$ cat config.mk
export PLATFORM = sky130hd
export DESIGN_NAME = gcd_engine_param_flat
export DESIGN_NICKNAME = d
export VERILOG_FILES = /design/src/rtl/gcd_engine_param_if.sv /design/src/rtl/gcd_engine_param.sv /design/src/flat_wrapper.sv
export SDC_FILE = /design/constraint.sdc
export NUM_CORES = 1
export LEC_CHECK = 0
export BUFFER_PORTS_ARGS = -buffer_cell sky130_fd_sc_hd__buf_4
export CAP_MARGIN = 40
export CORE_ASPECT_RATIO = 1.4
export CORE_MARGIN = 2
export CORE_UTILIZATION = 50
export DETAILED_ROUTE_END_ITERATION = 10
export PLACE_DENSITY = 0.75
export SETUP_SLACK_MARGIN = 0.5
export SYNTH_ARGS = -nofsm -noshare
export SYNTH_HDL_FRONTEND = slang
export SYNTH_SLANG_ARGS = --single-unit
$ cat constraint.sdc
create_clock -name clk -period 4.06 [get_ports clk]
set_clock_uncertainty 0.05 [all_clocks]
set_input_delay 0.406 -clock clk [delete_from_list [all_inputs] [get_ports clk]]
set_output_delay 0.406 -clock clk [all_outputs]
set_load 0.01 [all_outputs]
$ cat src/rtl/gcd_engine_param_if.sv
// Request/response bundle between a sequencer (master) and the GCD engine (slave).
// Parameters must match those of the gcd_engine_param instance attached to it.
interface gcd_engine_param_if #(
    parameter int unsigned WIDTH = 16,
    parameter int unsigned CNT_W = 16
);
    logic             start;
    logic             mode;
    logic [WIDTH-1:0] a_in;
    logic [WIDTH-1:0] b_in;
    logic             busy;
    logic             done;
    logic [WIDTH-1:0] gcd_out;
    logic [CNT_W-1:0] iter_count;
    logic             zero_in;

    modport master (
        output start, mode, a_in, b_in,
        input  busy, done, gcd_out, iter_count, zero_in
    );

    modport slave (
        input  start, mode, a_in, b_in,
        output busy, done, gcd_out, iter_count, zero_in
    );
endinterface

$ cat src/rtl/gcd_engine_param.sv
// Parametrised GCD engine: subtractive (Euclid) or binary (Stein) algorithm selected per
// operation, parallel operand load, registered done/result/iteration-count/zero-flag outputs.
module gcd_engine_param #(
    parameter int unsigned WIDTH = 16,
    parameter int unsigned CNT_W = 16
) (
    input logic                clk,
    input logic                rst,
    gcd_engine_param_if.slave  bus
);
    localparam int unsigned K_W = $clog2(WIDTH) + 1;

    typedef enum logic [1:0] {
        IDLE,
        CALC,
        DONE
    } state_t;

    state_t           state;
    logic [WIDTH-1:0] a_r;
    logic [WIDTH-1:0] b_r;
    logic [K_W-1:0]   k_r;
    logic             mode_r;
    logic             busy_r;
    logic             done_r;
    logic             zero_r;
    logic [WIDTH-1:0] gcd_r;
    logic [CNT_W-1:0] iter_r;

    logic [WIDTH-1:0] a_nx;
    logic [WIDTH-1:0] b_nx;
    logic             k_inc;

    // One algorithm step on the current operands; only applied when A != B.
    always_comb begin
        a_nx  = a_r;
        b_nx  = b_r;
        k_inc = 1'b0;
        if (!mode_r) begin
            if (a_r > b_r) a_nx = a_r - b_r;
            else           b_nx = b_r - a_r;
        end else if (!a_r[0] && !b_r[0]) begin
            a_nx  = a_r >> 1;
            b_nx  = b_r >> 1;
            k_inc = 1'b1;
        end else if (!a_r[0]) begin
            a_nx = a_r >> 1;
        end else if (!b_r[0]) begin
            b_nx = b_r >> 1;
        end else if (a_r > b_r) begin
            a_nx = a_r - b_r;
        end else begin
            b_nx = b_r - a_r;
        end
    end

    always_ff @(posedge clk) begin
        if (rst) begin
            state  <= IDLE;
            a_r    <= '0;
            b_r    <= '0;
            k_r    <= '0;
            mode_r <= 1'b0;
            busy_r <= 1'b0;
            done_r <= 1'b0;
            zero_r <= 1'b0;
            gcd_r  <= '0;
            iter_r <= '0;
        end else begin
            done_r <= 1'b0;
            case (state)
                IDLE, DONE: begin
                    if (bus.start) begin
                        a_r    <= bus.a_in;
                        b_r    <= bus.b_in;
                        mode_r <= bus.mode;
                        k_r    <= '0;
                        iter_r <= '0;
                        if (bus.a_in == '0 || bus.b_in == '0) begin
                            // gcd(x,0) = x, and OR-ing also yields gcd(0,0) = 0
                            state  <= DONE;
                            done_r <= 1'b1;
                            busy_r <= 1'b0;
                            zero_r <= 1'b1;
                            gcd_r  <= bus.a_in | bus.b_in;
                        end else begin
                            state  <= CALC;
                            busy_r <= 1'b1;
                            zero_r <= 1'b0;
                        end
                    end else begin
                        state <= IDLE;
                    end
                end
                CALC: begin
                    if (a_r == b_r) begin
                        state  <= DONE;
                        busy_r <= 1'b0;
                        done_r <= 1'b1;
                        gcd_r  <= mode_r ? (a_r << k_r) : a_r;
                    end else begin
                        a_r <= a_nx;
                        b_r <= b_nx;
                        if (k_inc) k_r <= k_r + K_W'(1);
                        if (iter_r != '1) iter_r <= iter_r + CNT_W'(1);
                    end
                end
                default: state <= IDLE;
            endcase
        end
    end

    assign bus.busy       = busy_r;
    assign bus.done       = done_r;
    assign bus.gcd_out    = gcd_r;
    assign bus.iter_count = iter_r;
    assign bus.zero_in    = zero_r;
endmodule

$ cat src/flat_wrapper.sv
// flat-port wrapper written by rule: the top's interface ports become plain ports
module gcd_engine_param_flat 
#(
    parameter int unsigned WIDTH = 16,
    parameter int unsigned CNT_W = 16
)
  (clk, rst, bus_start, bus_mode, bus_a_in, bus_b_in, bus_busy, bus_done, bus_gcd_out, bus_iter_count, bus_zero_in);
  gcd_engine_param_if #(.WIDTH(WIDTH), .CNT_W(CNT_W)) bus_i ();
  input logic clk;
  input logic rst;
  input wire logic [$bits(bus_i.start)-1:0] bus_start;
  input wire logic [$bits(bus_i.mode)-1:0] bus_mode;
  input wire logic [$bits(bus_i.a_in)-1:0] bus_a_in;
  input wire logic [$bits(bus_i.b_in)-1:0] bus_b_in;
  output wire logic [$bits(bus_i.busy)-1:0] bus_busy;
  output wire logic [$bits(bus_i.done)-1:0] bus_done;
  output wire logic [$bits(bus_i.gcd_out)-1:0] bus_gcd_out;
  output wire logic [$bits(bus_i.iter_count)-1:0] bus_iter_count;
  output wire logic [$bits(bus_i.zero_in)-1:0] bus_zero_in;
  assign bus_i.start = bus_start;
  assign bus_i.mode = bus_mode;
  assign bus_i.a_in = bus_a_in;
  assign bus_i.b_in = bus_b_in;
  assign bus_busy = bus_i.busy;
  assign bus_done = bus_i.done;
  assign bus_gcd_out = bus_i.gcd_out;
  assign bus_iter_count = bus_i.iter_count;
  assign bus_zero_in = bus_i.zero_in;
  gcd_engine_param #(.WIDTH(WIDTH), .CNT_W(CNT_W)) u_core (.clk(clk), .rst(rst), .bus(bus_i));
endmodule
==> qor.txt <==
Status: finished clean
Synth area leader: dfxtp_1
Core Util, Final: 58.0%
Number of global-route vias before repair: 5935
Final Max Slew Viols: 0
CP max stage delay: 0.45 ns
Total global routing overflow: 0
Crit Path Category: reg -> reg
R2R Path Start: u_core.a_r[0]$_SDFFE_PP0P_
DP HPWL: 14600 µm
Root Buffer: clkbuf_16
Final ANT Viol Nets: 0
Hold Vio Cnt, Final: 0
Slew headroom: 39.2%
GRT Total Usage: 30.7%
PwrDens: 513 nW/µm²
Avg Vias per Cell: 6.56
Antenna diode instance count: 0
Final period utilization: 83.3%
H-Tree Level Count: 3
Reg-to-reg endpoint: u_core.a_r[9]$_SDFFE_PP0P_
Register area share after synthesis: 25.0%
Wire per inst: 20.5 µm
Initial Utilization: 51.0%
First-pass GRT wire length: 30700 µm
Syn nets: 838
Detailed-router iteration count before antenna repair: 5
Synth Cell Area: 6000 µm²
Worst-Skew Late Latency: 0.35 ns
Remaining DRCs: 0
Nets: 871
Fin Setup TNS: 0 ns
Period minus WS final: 3.38 ns
Via count: 6236
Fillers: 1069
Hold WC Path Type: in -> reg
Synth warn: 0
Flip-flop and latch count after synthesis: 75
Most frequent CP cell: inv_1
Core Area: 11800 µm²
Die X: 96.6 µm
Share of post-route cells with drive strength above 1: 15.8%
Hold Path Sink: u_core.mode_r$_SDFFE_PP0P_
Primary FF master, synth: dfxtp_1
Reg2Reg Depth: 12
CTS tree: yes
Die ar.: 12900 µm²
RSZ-0062 raised after global routing: false
Routed Wire Length: 19500 µm
Largest net degree at the start of global routing: 44
Clock slew at reported path FFs: 0.07 ns
Synth top area share: 25.0%
Number of buffers created by CTS: 9
Post-synth EDFFs: 0
Initial antenna violation count: 0
FF-to-FF setup slack: 0.68 ns
CTS Sinks: 75
Synth Instances: 766
Worst Path Required: 4.30 ns
Gpl congestion: 0.999
Syn Area/Cell: 7.83 µm²
Hold Path Depth: 3
Count leader, synth: nor2_1
Final-report setup violation count: 0
IO Pins: 71
Leak pwr: 0.00263 µW
CP Cell Sequence: inv_1, ha_1, inv_1, fa_1, a211o_1, o211ai_1, a211oi_4, o21bai_1, a221o_1, a31o_2, nor2_2, a32o_1
Final hold slack: 0.252 ns
PortBufs: 70
Area contributors post-synth: dfxtp_1 (25%), ha_1 (7.1%), nor2_1 (6.3%)
Post-synth cell types: 72
Setup crit end kind: flop
# Max-Cap Violations: 0
Slowest cell on crit path: dfxtp_1
Transition time of the tightest slew-check pin: 0.913 ns
Syn-to-layout area delta: 13.7%
Row count: 47
Max clock buf depth: 2
F_max: 296 MHz
Async set-reset flop share out of synthesis: 0%
Beginning of the worst hold path: bus_mode
Die height: 134 µm
Worst VDD drop: 0.217 mV
Critical path fanouts, max: 11
Commonest cells in the netlist: nor2_1 (100), dfxtp_1 (75), a21oi_1 (53)
Crit path DAT: 3.62 ns
Drt initial violations: 690
Startpoint types: flop
through the flow:
step           total power [µW]  cells  worst slack, ns  cell area (µm²)
3_5_place_dp               2590    935            0.592             6500
3_3_place_gp               2570    935            0.772             6500
6_report                   3500    951            0.677             6830
2_1_floorplan              2230    766             1.13             6000
4_1_cts                    3450    951            0.573             6810
5_1_grt                    3690    951            0.494             6830
flip-flops by register name, summed over array words and instances, names as in the netlist:
signal / flops
u_core.mode_r: 1
u_core.state: 2
u_core.bus.gcd_out: 16
u_core.a_r: 16
u_core.bus.busy: 1
u_core.b_r: 16
u_core.k_r: 5
u_core.bus.iter_count: 16
u_core.bus.zero_in: 1
u_core.bus.done: 1
worst max-delay path by stage:
stage / slack (ns) / startpoint / to
6_report: 0.68 / u_core.a_r[0]$_SDFFE_PP0P_ / u_core.a_r[9]$_SDFFE_PP0P_
5_1_grt: 0.49 / u_core.a_r[0]$_SDFFE_PP0P_ / u_core.a_r[4]$_SDFFE_PP0P_
4_1_cts: 0.57 / u_core.a_r[0]$_SDFFE_PP0P_ / u_core.a_r[10]$_SDFFE_PP0P_
3_5_place_dp: 0.59 / u_core.a_r[0]$_SDFFE_PP0P_ / u_core.a_r[4]$_SDFFE_PP0P_
3_3_place_gp: 0.77 / u_core.a_r[0]$_SDFFE_PP0P_ / u_core.a_r[2]$_SDFFE_PP0P_
2_1_floorplan: 1.13 / u_core.a_r[0]$_SDFFE_PP0P_ / u_core.b_r[14]$_SDFFE_PP0P_
where the power goes:
part,internal (µW),leakage [µW],switching [µW]
clock,499,0.000146,361
sequential,811,0.000614,113
combinational,705,0.00187,1010
total,2020,0.00263,1490
cells in the final DEF (no fill, tap or decap), drive strengths merged, types with 16 or more instances in the layout:
cell type and instances:
a221oi 31, nor3 52, a211oi 20, xnor2 20, a21oi 53, buf 77
inv 43, o21ai 32, nand3 16, nand2 46, dfxtp 75, xor2 19
nor2 102, ha 34
cells by family (layout without fill, tap and decap cells):
| kind of cell | after synthesis | in the layout | share of synthesized area (%) |
|---|---|---|---|
| simple gates | 279 | 279 | 22.2 |
| fa+ha+maj | 36 | 36 | 7.76 |
| flops | 75 | 75 | 25.0 |
| xor+xnor | 39 | 39 | 5.69 |
| mux | 28 | 28 | 6.92 |
| compound gates | 213 | 213 | 25.2 |
| buf+inv | 96 | 134 | 7.17 |
metal layers:
| metal | global-route usage, % | wire length [µm] | vias up |
|---|---|---|---|
| met5 | 0 | 0 | - |
| met4 | 18.2 | 1230 | 0 |
| met3 | 5.20 | 1410 | 85 |
| met2 | 51.6 | 9530 | 331 |
| met1 | 35.7 | 7290 | 2944 |
| li1 | - | - | 2876 |
critical path, delay by kind of cell, from the launching register on:
kind                     cells  cell delay, ns
buffers and inverters        2            0.24
AND/OR/NAND/NOR              1            0.37
adder cells (fa/ha/maj)      2            0.45
AO/OA/AOI/OAI                7            1.75
flip-flops                   1            0.45
area by class of cell:
type / instances / area [µm²] / area share, %
clock inverter: 6 / 71.3 / 1.04
sequential: 75 / 1500 / 22.0
clock buffer: 10 / 239 / 3.50
tap: 147 / 184 / 2.69
inverter: 41 / 154 / 2.25
multi-input combinational: 595 / 4090 / 60.0
timing repair buffer: 77 / 582 / 8.52
what timing repair did:
item,in CTS,in global routing
hold buffers,0,0
buffers inserted,0,0
resized for setup,0,3
setup endpoints to repair,0,18
No activity file was read; power rests on OpenSTA's default activity.
